## src/rtl/multicycle_ctrl.sv

```systemverilog
// Control FSM for the multicycle RV32I core.
// Steps each instruction through fetch/decode/execute/memory/writeback and
// drives the shared-datapath mux selects, write enables and memory handshake.
// Outputs are Moore decodes of the current state, except for the enables that
// must follow MemReady or BranchTaken in the same cycle.
module multicycle_ctrl (
    input  logic       clk,
    input  logic       rst_n,
    input  logic [6:0] op,
    input  logic       BranchTaken,
    input  logic       MemReady,
    output logic       MemReq,
    output logic       MemWrite,
    output logic       AdrSrc,
    output logic       IRWrite,
    output logic       PCWrite,
    output logic       RegWrite,
    output logic [1:0] ALUSrcA,
    output logic [1:0] ALUSrcB,
    output logic [1:0] ResultSrc,
    output logic [2:0] ImmSrc,
    output logic [1:0] ALUOp,
    output logic       InstrDone,
    output logic       Illegal,
    output logic [3:0] State
);

    typedef enum logic [3:0] {
        S_FETCH    = 4'd0,  S_DECODE   = 4'd1,  S_MEMADR = 4'd2,  S_MEMREAD = 4'd3,
        S_MEMWB    = 4'd4,  S_MEMWRITE = 4'd5,  S_EXECR  = 4'd6,  S_EXECI   = 4'd7,
        S_ALUWB    = 4'd8,  S_BRANCH   = 4'd9,  S_JAL    = 4'd10, S_JALR    = 4'd11,
        S_JALRLINK = 4'd12, S_LUI      = 4'd13, S_AUIPC  = 4'd14, S_ILLEGAL = 4'd15
    } state_t;

    localparam logic [6:0] OP_LOAD   = 7'b0000011;
    localparam logic [6:0] OP_STORE  = 7'b0100011;
    localparam logic [6:0] OP_R      = 7'b0110011;
    localparam logic [6:0] OP_IMM    = 7'b0010011;
    localparam logic [6:0] OP_BRANCH = 7'b1100011;
    localparam logic [6:0] OP_JAL    = 7'b1101111;
    localparam logic [6:0] OP_JALR   = 7'b1100111;
    localparam logic [6:0] OP_LUI    = 7'b0110111;
    localparam logic [6:0] OP_AUIPC  = 7'b0010111;

    state_t state_q, state_d;

    logic       mem_req_s, mem_write_s, adr_src_s, ir_write_s, reg_write_s;
    logic       pc_update_s, branch_s, instr_done_s, illegal_s;
    logic [1:0] alu_src_a_s, alu_src_b_s, result_src_s, alu_op_s;
    logic [2:0] imm_src_s;

    // State register; reset returns the FSM to FETCH asynchronously.
    always_ff @(posedge clk or negedge rst_n) begin
        if (!rst_n) begin
            state_q <= S_FETCH;
        end else begin
            state_q <= state_d;
        end
    end

    // Next-state logic; request states hold until the memory accepts.
    always_comb begin
        state_d = state_q;
        case (state_q)
            S_FETCH:    state_d = MemReady ? S_DECODE : S_FETCH;
            S_DECODE: begin
                case (op)
                    OP_LOAD, OP_STORE: state_d = S_MEMADR;
                    OP_R:              state_d = S_EXECR;
                    OP_IMM:            state_d = S_EXECI;
                    OP_BRANCH:         state_d = S_BRANCH;
                    OP_JAL:            state_d = S_JAL;
                    OP_JALR:           state_d = S_JALR;
                    OP_LUI:            state_d = S_LUI;
                    OP_AUIPC:          state_d = S_AUIPC;
                    default:           state_d = S_ILLEGAL;
                endcase
            end
            S_MEMADR:   state_d = (op == OP_LOAD) ? S_MEMREAD : S_MEMWRITE;
            S_MEMREAD:  state_d = MemReady ? S_MEMWB : S_MEMREAD;
            S_MEMWB:    state_d = S_FETCH;
            S_MEMWRITE: state_d = MemReady ? S_FETCH : S_MEMWRITE;
            S_EXECR:    state_d = S_ALUWB;
            S_EXECI:    state_d = S_ALUWB;
            S_ALUWB:    state_d = S_FETCH;
            S_BRANCH:   state_d = S_FETCH;
            S_JAL:      state_d = S_ALUWB;
            S_JALR:     state_d = S_JALRLINK;
            S_JALRLINK: state_d = S_ALUWB;
            S_LUI:      state_d = S_ALUWB;
            S_AUIPC:    state_d = S_ALUWB;
            S_ILLEGAL:  state_d = S_ILLEGAL;
            default:    state_d = S_FETCH;
        endcase
    end

    // Immediate format follows the opcode in every state.
    always_comb begin
        imm_src_s = 3'b000;
        case (op)
            OP_LOAD, OP_IMM, OP_JALR: imm_src_s = 3'b000;
            OP_STORE:                 imm_src_s = 3'b001;
            OP_BRANCH:                imm_src_s = 3'b010;
            OP_JAL:                   imm_src_s = 3'b011;
            OP_LUI, OP_AUIPC:         imm_src_s = 3'b100;
            default:                  imm_src_s = 3'b000;
        endcase
    end

    // Per-state datapath controls; anything not named in a state stays 0.
    always_comb begin
        mem_req_s    = 1'b0;
        mem_write_s  = 1'b0;
        adr_src_s    = 1'b0;
        ir_write_s   = 1'b0;
        reg_write_s  = 1'b0;
        pc_update_s  = 1'b0;
        branch_s     = 1'b0;
        illegal_s    = 1'b0;
        alu_src_a_s  = 2'b00;
        alu_src_b_s  = 2'b00;
        result_src_s = 2'b00;
        alu_op_s     = 2'b00;
        case (state_q)
            S_FETCH: begin
                mem_req_s    = 1'b1;
                alu_src_b_s  = 2'b10;
                result_src_s = 2'b10;
                ir_write_s   = MemReady;
                pc_update_s  = MemReady;
            end
            S_DECODE: begin
                alu_src_a_s = 2'b01;
                alu_src_b_s = 2'b01;
            end
            S_MEMADR: begin
                alu_src_a_s = 2'b10;
                alu_src_b_s = 2'b01;
            end
            S_MEMREAD: begin
                mem_req_s = 1'b1;
                adr_src_s = 1'b1;
            end
            S_MEMWB: begin
                result_src_s = 2'b01;
                reg_write_s  = 1'b1;
            end
            S_MEMWRITE: begin
                mem_req_s   = 1'b1;
                mem_write_s = 1'b1;
                adr_src_s   = 1'b1;
            end
            S_EXECR: begin
                alu_src_a_s = 2'b10;
                alu_op_s    = 2'b10;
            end
            S_EXECI: begin
                alu_src_a_s = 2'b10;
                alu_src_b_s = 2'b01;
                alu_op_s    = 2'b11;
            end
            S_ALUWB: begin
                reg_write_s = 1'b1;
            end
            S_BRANCH: begin
                alu_src_a_s = 2'b10;
                alu_op_s    = 2'b01;
                branch_s    = 1'b1;
            end
            S_JAL, S_JALRLINK: begin
                // PC takes the target held in ALUOut while the ALU forms OldPC+4 for the link.
                alu_src_a_s = 2'b01;
                alu_src_b_s = 2'b10;
                pc_update_s = 1'b1;
            end
            S_JALR: begin
                alu_src_a_s = 2'b10;
                alu_src_b_s = 2'b01;
            end
            S_LUI: begin
                alu_src_a_s = 2'b11;
                alu_src_b_s = 2'b01;
            end
            S_AUIPC: begin
                alu_src_a_s = 2'b01;
                alu_src_b_s = 2'b01;
            end
            S_ILLEGAL: begin
                illegal_s = 1'b1;
            end
            default: begin
                illegal_s = 1'b0;
            end
        endcase
        instr_done_s = (state_d == S_FETCH) && (state_q != S_FETCH) && (state_q != S_ILLEGAL);
    end

    // Drive the ports, holding every output at 0 while reset is asserted.
    always_comb begin
        if (rst_n) begin
            MemReq    = mem_req_s;
            MemWrite  = mem_write_s;
            AdrSrc    = adr_src_s;
            IRWrite   = ir_write_s;
            PCWrite   = pc_update_s | (branch_s & BranchTaken);
            RegWrite  = reg_write_s;
            ALUSrcA   = alu_src_a_s;
            ALUSrcB   = alu_src_b_s;
            ResultSrc = result_src_s;
            ImmSrc    = imm_src_s;
            ALUOp     = alu_op_s;
            InstrDone = instr_done_s;
            Illegal   = illegal_s;
            State     = state_q;
        end else begin
            MemReq    = 1'b0;
            MemWrite  = 1'b0;
            AdrSrc    = 1'b0;
            IRWrite   = 1'b0;
            PCWrite   = 1'b0;
            RegWrite  = 1'b0;
            ALUSrcA   = 2'b00;
            ALUSrcB   = 2'b00;
            ResultSrc = 2'b00;
            ImmSrc    = 3'b000;
            ALUOp     = 2'b00;
            InstrDone = 1'b0;
            Illegal   = 1'b0;
            State     = 4'd0;
        end
    end

endmodule

```

## config.mk

```make
export PLATFORM = sky130hd
export DESIGN_NAME = multicycle_ctrl
export DESIGN_NICKNAME = d
export VERILOG_FILES = /design/src/rtl/multicycle_ctrl.sv
export SDC_FILE = /design/constraint.sdc
export NUM_CORES = 1
export LEC_CHECK = 0
export CAP_MARGIN = 20
export CELL_PAD_IN_SITES_DETAIL_PLACEMENT = 0
export CELL_PAD_IN_SITES_GLOBAL_PLACEMENT = 2
export CORE_UTILIZATION = 22
export CTS_BUF_LIST = sky130_fd_sc_hd__clkbuf_4
export DETAILED_ROUTE_END_ITERATION = 8
export PLACE_DENSITY = 0.82
export SLEW_MARGIN = 20
export SYNTH_ARGS = -nofsm -noshare
export SYNTH_HDL_FRONTEND = slang
export SYNTH_SLANG_ARGS = --single-unit
```

## constraint.sdc

```tcl
create_clock -name clk -period 3.54 [get_ports clk]
set_input_delay 1.062 -clock clk [delete_from_list [all_inputs] [get_ports clk]]
set_output_delay 1.062 -clock clk [all_outputs]
set_load 0.05 [all_outputs]
```

# ---- Word level (Yosys, flattened, before mapping)
# Index checks and enable logic that the tools add are counted.
dict set report classes {
  eq_ne 25
  n_mux 33
  n_bitwise 2
  reduce_logical 17
}
# cell count
set op_table {}
lappend op_table {{one-hot mux 4 bit (9 select lines)} 1}
lappend op_table {{== test 4 bit, second input constant} 8}
lappend op_table {{one-hot mux 4 bit (8 select lines)} 1}
lappend op_table {{== test 7 x 6 -> 1 bit, second input constant} 3}
lappend op_table {{== test 7 bit, second input constant} 3}
lappend op_table {{== test 4 x 3 -> 1 bit, second input constant} 4}
lappend op_table {{two-way mux 1 bit} 16}
lappend op_table {{== test 7 x 5 -> 1 bit, second input constant} 2}
lappend op_table {{two-way mux 3 bit} 4}
lappend op_table {{one-hot mux 2 bit (3 select lines)} 2}
lappend op_table {{one-hot mux 3 bit (4 select lines)} 1}
lappend op_table {{OR reduction 6 bit} 2}
lappend op_table {{OR reduction 2 bit} 5}
lappend op_table {{OR reduction 3 bit} 3}
lappend op_table {{== test 4 x 2 -> 1 bit, second input constant} 2}
lappend op_table {{zero test 4 bit} 2}
lappend op_table {{two-way mux 2 bit} 4}
lappend op_table {{one-hot mux 2 bit (2 select lines)} 2}
lappend op_table {{== test 7 x 2 -> 1 bit, second input constant} 1}
lappend op_table {{OR reduction 5 bit} 1}
lappend op_table {{== test 4 x 1 -> 1 bit, second input constant} 1}
lappend op_table {{two-way mux 4 bit} 1}
lappend op_table {{inequality test 4 bit, second input constant} 1}
lappend op_table {{nonzero test 4 bit} 1}
lappend op_table {{5 further kinds} 6}
dict set report totals {
  register_bits 4
}

# ---- Logic depth before layout (Yosys ltp)
dict set report logic_depth {
  ltp_word 8
  mapped_depth 6
  ltp_nobuf 4
}

# ---- Least setup slack after synthesis
# No wires, ideal clock.
dict set report synth_path {
  path_kind {in2out}
  start {input op[4]}
  end {output ImmSrc[1]}
  arrival_time_ps 3055
  required_time_ps 2478
  path_slack_ps -577
  stages 3
  n_path_buf 0
  cell_sequence {and3b_1 nand3_1 nor4b_1}
}
dict set report synth_via {
  elab_chain_len 4
}
# element line_no
set synth_rtl {}
lappend synth_rtl {{start, declared} 9} ;# input logic [6:0] op,
lappend synth_rtl {{== test 7 x 6 -> 1 bit / == test 7 x 5 -> 1 bit (equally long branches)} 100} ;# case (op)
lappend synth_rtl {{OR reduction 2 bit} 100}
lappend synth_rtl {{one-hot mux 3 bit (4 select lines) (*)} 100}
lappend synth_rtl {{two-way mux 3 bit (*)} 200} ;# if (rst_n) begin
lappend synth_rtl {{end, declared} 21} ;# output logic [2:0] ImmSrc,
# Mark *: on every way between the ends. The rest lies on a longest branch, timed or not.

# ---- Worst setup path after layout
dict set report layout_path {
  start {input op[6]}
  end {output InstrDone}
}
dict set report layout_via {
  elab_chain_len 8
}
# element line_no
set layout_rtl {}
lappend layout_rtl {{== test 7 x 2 -> 1 bit / == test 7 x 6 -> 1 bit (equally long branches)} {67, 79}}
lappend layout_rtl {{OR reduction 2 bit} 67} ;# case (op)
lappend layout_rtl {{one-hot mux 4 bit (8 select lines)} 67}
lappend layout_rtl {{one-hot mux 4 bit (9 select lines) (*)} 64} ;# case (state_q)
lappend layout_rtl {{net state_d[1]} 45} ;# state_t state_q, state_d;
lappend layout_rtl {{zero test 4 bit (*)} 195} ;# instr_done_s = (state_d == S_FETCH) && (state_q != S_FETCH) && (state_q != S_ILLEGAL);
lappend layout_rtl {{logical AND 1 bit (*) (2 in a row)} 195}
lappend layout_rtl {{two-way mux 1 bit (*)} 200}
lappend layout_rtl {{end, declared} 23} ;# output logic InstrDone,
# Mark *: on every way through the listed nets, which the timed path passes. The rest lies on a longest branch.

==> results.md <==
* Number of flip-flops in the largest register at 4
* Floorplan row count at 21
* Syn nets at 122
* Wire length of the first global-routing pass at 4600 um
* Total of endpoints with negative setup slack in the final report at 1
* Cell area after synthesis at between 700 and 800 um2
* Worst-case reg-to-reg path depth at 4
* List of cells traversed by the critical path: buf_6 > buf_6 > nand3b_1 > a2111oi_4 > o211ai_2 > nor4_4 > buf_12
* Maximum fanout count along the critical path at 8
* Antenna violations before repair at 0
* Maximum buffer depth of the clock tree at 2
* Count of yosys warnings during synthesis at 0
* Mean post-synth cell area at 6.93 um2
* Gp weighted congestion at 0.794
* Tightest slew margin relative to the limit at 62.0%
* CP dominant cell by count: sky130_fd_sc_hd__buf_6
* Core Area at 0.00334 mm2
* Total power of the final layout at between 0.001 and 0.0015 W
* CTS Root Cell: sky130_fd_sc_hd__clkbuf_4
* Distinct cell type count of the synthesized netlist at 43
* Number of H-tree levels at 1
* Via/cell ratio at 4.86
* Floorplan die area at around 0.0037 mm2
* Hold-fix buffer count after cts at 0
* Met2 Track Usage GR at 29.3%
* Diodes inserted at 0
* Arrival time at the worst endpoint at 2.53 ns
* Gate family responsible for the most delay along the worst path: compound AO/OA/AOI/OAI gates
* All-Layer GR Usage at 16.5%
* Register name with the most flops: state_q
* Core Util, Final at 49.2%
* Met3 track demand over resource at approximately 2.3%
* Minimum setup slack after placement at -0.481 ns
* Max stage delay cell, worst path: sky130_fd_sc_hd__a2111oi_4
* Worst Hold Path Cells at 2
* Max-cap violation count at 0
* Share of the clock period used by the worst path after layout at 101%
* Most used routing layer: met2
* TritonRoute pass-1 iters at 4
* Clock network latency to the later pin of the worst-skew pair at 0.23 ns
* Biggest regs: state_q x4
* Drt drc at 0
* Power per Cell Area at 659 mW/mm2
* Endpoint kind of the worst setup timing path: output port
* Via count of the first global-routing pass at 1008
* Clock slew seen by the registers of the worst setup and hold paths at around 0.03 ns
* Final number of hold-violating endpoints at 0
* Number of sinks on the clock net at 4
* Wire per inst at roughly 13 um
* Maximum frequency from static timing analysis at 0.279 GHz
* Worst setup SP type: primary input
* Fin crit period at approximately 3.6 ns
* Minimum setup slack in the final design at -0.0482 ns
* Leakage dissipation at roughly 0.69 nW
* Worst endpoint required time at 2.48 ns
* Kind of path behind the tightest hold check: reg2reg
* Pin count of the biggest net entering global routing at 19
* Seq/Total Area, Yosys at 13.0%
* Antenna-violating nets left at 0
* Total length of routed wires at 2660 um
* Final layout net count at ~180
* HPWL reported at the end of detailed placement at 2110 um
* Area added between synthesis and finish at 113%
* WS Path Type: in2out
* Y dimension of the die at 61.1 um
* Met1 layer usage reported by global route at 19.5%
* Total CTS buffers at 3
* Largest vdd supply drop at 0.000151 V
* Slowest Stage Delay on Critical Path at 0.40 ns
* Chip width at 61.1 um
* Clock skew at between 0.00015 and 0.0002 ns
* Ratio of cells with drive above 1 in the final layout at between 40% and 50%
* Setup repair after global routing missed its margin: yes
* Cell count after synthesis at 111
* Slew at the pin closest to its max-slew limit at 0.570 ns
* Setup TNS Final at -0.0482 ns
* Overflow after GRT at 0
* Vias at roughly 1000
* Failing checks: setup timing
* Critical path depth at 7
* Number of synthesized register bits at 4
* Port Buffer Count at 33
* Initial standard-cell utilization of the core at a little under a quarter
* I/O pin count at 34
* Count of pins over their slew limit at 0
* Iteration-0 DRC count of the detailed router at 27
* TritonCTS clock tree: yes
* Result of the run: complete, but fails checks
* Crit path buf inv count at 3
[cell usage in the layout, fill, tap and decap left out, types with 2 or more instances in the layout]
master / n
sky130_fd_sc_hd__a21boi_0: 2
sky130_fd_sc_hd__a21oi_1: 6
sky130_fd_sc_hd__a22o_1: 2
sky130_fd_sc_hd__and2_1: 6
sky130_fd_sc_hd__and3_1: 3
sky130_fd_sc_hd__buf_12: 23
sky130_fd_sc_hd__buf_4: 24
sky130_fd_sc_hd__buf_6: 3
sky130_fd_sc_hd__clkbuf_4: 3
sky130_fd_sc_hd__clkdlybuf4s50_1: 2
sky130_fd_sc_hd__dfrtp_1: 4
sky130_fd_sc_hd__dlygate4sd2_1: 3
sky130_fd_sc_hd__inv_1: 3
sky130_fd_sc_hd__nand2_1: 10
sky130_fd_sc_hd__nand3_1: 5
sky130_fd_sc_hd__nand3b_1: 2
sky130_fd_sc_hd__nor2_1: 6
sky130_fd_sc_hd__nor2b_1: 6
sky130_fd_sc_hd__nor3_1: 3
sky130_fd_sc_hd__nor3_2: 2
sky130_fd_sc_hd__o21ai_0: 7
sky130_fd_sc_hd__or2_2: 3
[logic make-up (layout without fill, tap and decap cells)]
group           Yosys count  in the layout  share of synthesized area [%]
compound gates           27             27                           27.2
simple gates             63             63                           48.0
mux                       1              1                           1.30
xor+xnor                  2              2                           2.28
buf+inv                  14             65                           8.29
flops                     4              4                           13.0
[worst reg2reg max path: stages (launching register included)]
cell	delay, ns
sky130_fd_sc_hd__dfrtp_1	0.58
sky130_fd_sc_hd__nor2_1	0.42
sky130_fd_sc_hd__nand2_1	0.23
sky130_fd_sc_hd__a31oi_1	0.32
sky130_fd_sc_hd__or2_2	0.17
[layer usage]
| layer | up-vias | wire [um] |
|---|---|---|
| li1 | 503 | - |
| met1 | 464 | 1150 |
| met2 | 36 | 1340 |
| met3 | 7 | 112 |
| met4 | 0 | 55 |
| met5 | - | 0 |
[power breakdown]
part / internal, W / total (W) / switching (W) / leakage [nW]
logic: 0.000415 / 0.000906 / 0.000491 / 0.627
registers: 0.0000654 / 0.000119 / 0.0000532 / 0.0510
clock network: 0.0000378 / 0.0000553 / 0.0000175 / 0.0138
total: 0.000518 / 0.00108 / 0.000562 / 0.692
[layout make-up]
| cell class | count | area [um2] |
|---|---|---|
| clock buffers | 3 | 22.5 |
| fillers | 322 | 1700 |
| multi-input cells | 93 | 687 |
| repair buffers | 58 | 758 |
| inverters | 4 | 15.0 |
| flip-flops and latches | 4 | 100 |
| well taps | 46 | 57.6 |
[worst paths after layout]
path                       slack [ns]        from         end
setup / recovery                -0.05       op[6]   InstrDone
hold / removal                   0.78  state_q[0]  state_q[0]
setup reg to reg                 1.76  state_q[2]  state_q[2]
hold reg to reg                  0.78  state_q[0]  state_q[0]
max in group asynchronous        2.26       rst_n  state_q[1]
min in group asynchronous        1.15       rst_n  state_q[0]
[cells in the mapped netlist]
master                      count  area share (%)
sky130_fd_sc_hd__a21boi_0       2             2.0
sky130_fd_sc_hd__nor2_1         6             2.9
sky130_fd_sc_hd__or3_1          1            0.81
sky130_fd_sc_hd__and2_1         6             4.9
sky130_fd_sc_hd__xnor2_1        1             1.1
sky130_fd_sc_hd__buf_4          1            0.98
sky130_fd_sc_hd__a31oi_1        1            0.81
sky130_fd_sc_hd__or3_4          1             1.5
sky130_fd_sc_hd__a32oi_1        1             1.1
sky130_fd_sc_hd__o21ai_0        7             4.6
sky130_fd_sc_hd__and3_1         3             2.4
sky130_fd_sc_hd__a2111oi_4      1             3.6
sky130_fd_sc_hd__nor2b_1        6             4.9
sky130_fd_sc_hd__nand4b_1       1             1.1
sky130_fd_sc_hd__o211ai_2       1             1.6
sky130_fd_sc_hd__nor3b_1        2             2.0
sky130_fd_sc_hd__a22o_1         2             2.3
sky130_fd_sc_hd__dfrtp_1        4              13
sky130_fd_sc_hd__o311a_1        1             1.3
sky130_fd_sc_hd__or2_2          3             2.4
sky130_fd_sc_hd__mux2i_1        1             1.3
sky130_fd_sc_hd__xor2_1         1             1.1
sky130_fd_sc_hd__or3b_4         1             1.5
sky130_fd_sc_hd__a21o_1         1            0.98
sky130_fd_sc_hd__nand3b_1       2             2.0
sky130_fd_sc_hd__nor4b_1        1             1.1
sky130_fd_sc_hd__buf_6          1             1.5
sky130_fd_sc_hd__o31ai_1        2             2.0
sky130_fd_sc_hd__nand2_1       11             5.4
sky130_fd_sc_hd__and2b_1        1            0.98
sky130_fd_sc_hd__or2b_1         1            0.98
sky130_fd_sc_hd__o211ai_1       1            0.98
sky130_fd_sc_hd__nor4_1         2             1.6
sky130_fd_sc_hd__nand2b_1       1            0.81
sky130_fd_sc_hd__clkbuf_1       8             3.9
sky130_fd_sc_hd__o311ai_2       1             2.1
sky130_fd_sc_hd__nand3_1        6             3.9
sky130_fd_sc_hd__a21oi_1        6             3.9
sky130_fd_sc_hd__and3b_1        1             1.1
sky130_fd_sc_hd__inv_1          4             2.0
sky130_fd_sc_hd__nor4_2         1             1.6
sky130_fd_sc_hd__nor3_1         5             3.3
sky130_fd_sc_hd__nand4_1        1            0.81
[through the flow]
stage                     hold slack, ns  instance area, um2  instances
after global placement             0.735                1530        201
after floorplan                    0.675                 815        111
after CTS                          0.785                1620        208
after global routing               0.857                1640        208
final                              0.784                1640        208
after detailed placement           0.764                1530        201
[repair_timing]
item	in CTS	in global routing
gates resized for setup	27	5
buffers inserted	4	0
setup endpoints to repair	5	2
pin swaps	6	8
No activity file was read; power rests on OpenSTA's default activity.
==> RTL edit: new RTL, config.mk and constraints unchanged <==
Reset style: synchronous (`rst_n`), changed in one clocked block. Comments in the files are not updated.
--- a/src/rtl/multicycle_ctrl.sv
+++ b/src/rtl/multicycle_ctrl.sv
@@ -50,7 +50,7 @@
     logic [2:0] imm_src_s;
 
     // State register; reset returns the FSM to FETCH asynchronously.
-    always_ff @(posedge clk or negedge rst_n) begin
+    always_ff @(posedge clk) begin
         if (!rst_n) begin
             state_q <= S_FETCH;
         end else begin
Check against the original RTL: same outputs for any inputs over 10 cycles, from zero or initial values and one cycle with rst_n low; that may be too few to reach the edited logic, so the function may still have changed.
==> RTL edit against the unedited design <==
The flow still finishes with violations (setup timing). Final cell count up 3.4%. Routed wire length shrank 1.7%. Area after synthesis decreased by 4.4%. Setup slack worse by 310 ps. Sequential cell count unchanged. Register-to-register slack got worse by 80 ps. Maximum frequency down 7.9%. Final area decreased by 5.5%. Count of clock-buffer cells in the layout unchanged.
Power is not compared: it rests on default switching activity, and its combinational part moved more than twofold at a synthesized area within 25%.
==> RTL edit: results (changes against the unedited design) <==
- Routed wire per std cell: 12.2 µm (was 12.8 µm)
- Clock network share of area: 0.0145 (was 0.0137)
- Via density per instance: 4.93 (was 4.86)
- Final-layout fill cell count: 318 (was 322)
- Wire length on met3: 64 µm (was 112 µm)
- Routing usage on met2: 0.256 (was 0.293)
- Via count of the first global-routing pass: 1048 (was 1008)
- Area after DPL: 1490 µm² (was 1530 µm²)
- Beginning of the worst register-to-register path: state_q[0]$_SDFF_PN0_ (was state_q[2]$_DFF_PN0_)
- Mapped Cells: 119 (was 111)
- Worst setup slack after layout: -356 ps (was -48.2 ps)
- Maximum fanout encountered on the critical timing path: 2 (was 8)
- Wire length of the first global-routing pass: 4.49 mm (was 4.60 mm)
- Met1 track demand over resource in global routing: 0.211 (was 0.195)
- Sequential element share of the synthesized area: 0.109 (was 0.130)
- Setup violations, final: 1 (unchanged)
- Pre-CTS setup slack: -684 ps (was -481 ps)
- Total Routed Length: 2.61 mm (was 2.66 mm)
- Top area cells in the synthesized netlist: sky130_fd_sc_hd__dfxtp_1, sky130_fd_sc_hd__nand2_1, sky130_fd_sc_hd__and2_1, sky130_fd_sc_hd__nor2_1, sky130_fd_sc_hd__o21ai_0 (was sky130_fd_sc_hd__dfrtp_1, sky130_fd_sc_hd__nand2_1, sky130_fd_sc_hd__and2_1, sky130_fd_sc_hd__nor2b_1, sky130_fd_sc_hd__o21ai_0)
- Metal-1 WL: 1.18 mm (was 1.15 mm)
- Result of the run: finished, violations left (unchanged)
- Violated checks: setup timing (unchanged)
- Non-clock inverters: 3 (was 4)
- Netlist cell types: 39 (was 43)
- Final non-clock buffer share: 0.490 (was 0.462)
- Number of nets in the synthesized netlist: 130 (was 122)
- Hold Worst Slack: 829 ps (was 784 ps)
- Global routing met3 resource utilization: 0.0173 (was 0.0231)
- Total routing usage reported by global routing: 0.158 (was 0.165)
- Beginning of the critical path: op[3] (was op[6])
- Xor/xnor share of the synthesized area: 0.0595 (was 0.0228)
- Share of cell area taken by multi-input logic gates: 0.401 (was 0.419)
- Reg-to-Reg End: state_q[2]$_SDFF_PN0_ (was state_q[2]$_DFF_PN0_)
- Worst reg-to-reg setup slack: 1680 ps (was 1760 ps)
-- RTL edit: changes by cell type after synthesis, moves of 2 or more --
| cell | before | now |
|---|---|---|
| sky130_fd_sc_hd__nor2_1 | 6 | 13 |
| sky130_fd_sc_hd__dfrtp_1 | 4 | 0 |
| sky130_fd_sc_hd__dfxtp_1 | 0 | 4 |
| sky130_fd_sc_hd__nand2_1 | 11 | 14 |
| sky130_fd_sc_hd__nor2b_1 | 6 | 3 |
| sky130_fd_sc_hd__nor3_1 | 5 | 2 |
| sky130_fd_sc_hd__a22o_1 | 2 | 0 |
| sky130_fd_sc_hd__and2_1 | 6 | 8 |
| sky130_fd_sc_hd__nor3b_1 | 2 | 4 |
| sky130_fd_sc_hd__nor4_1 | 2 | 0 |
| sky130_fd_sc_hd__or2_2 | 3 | 1 |
| sky130_fd_sc_hd__xnor2_1 | 1 | 3 |
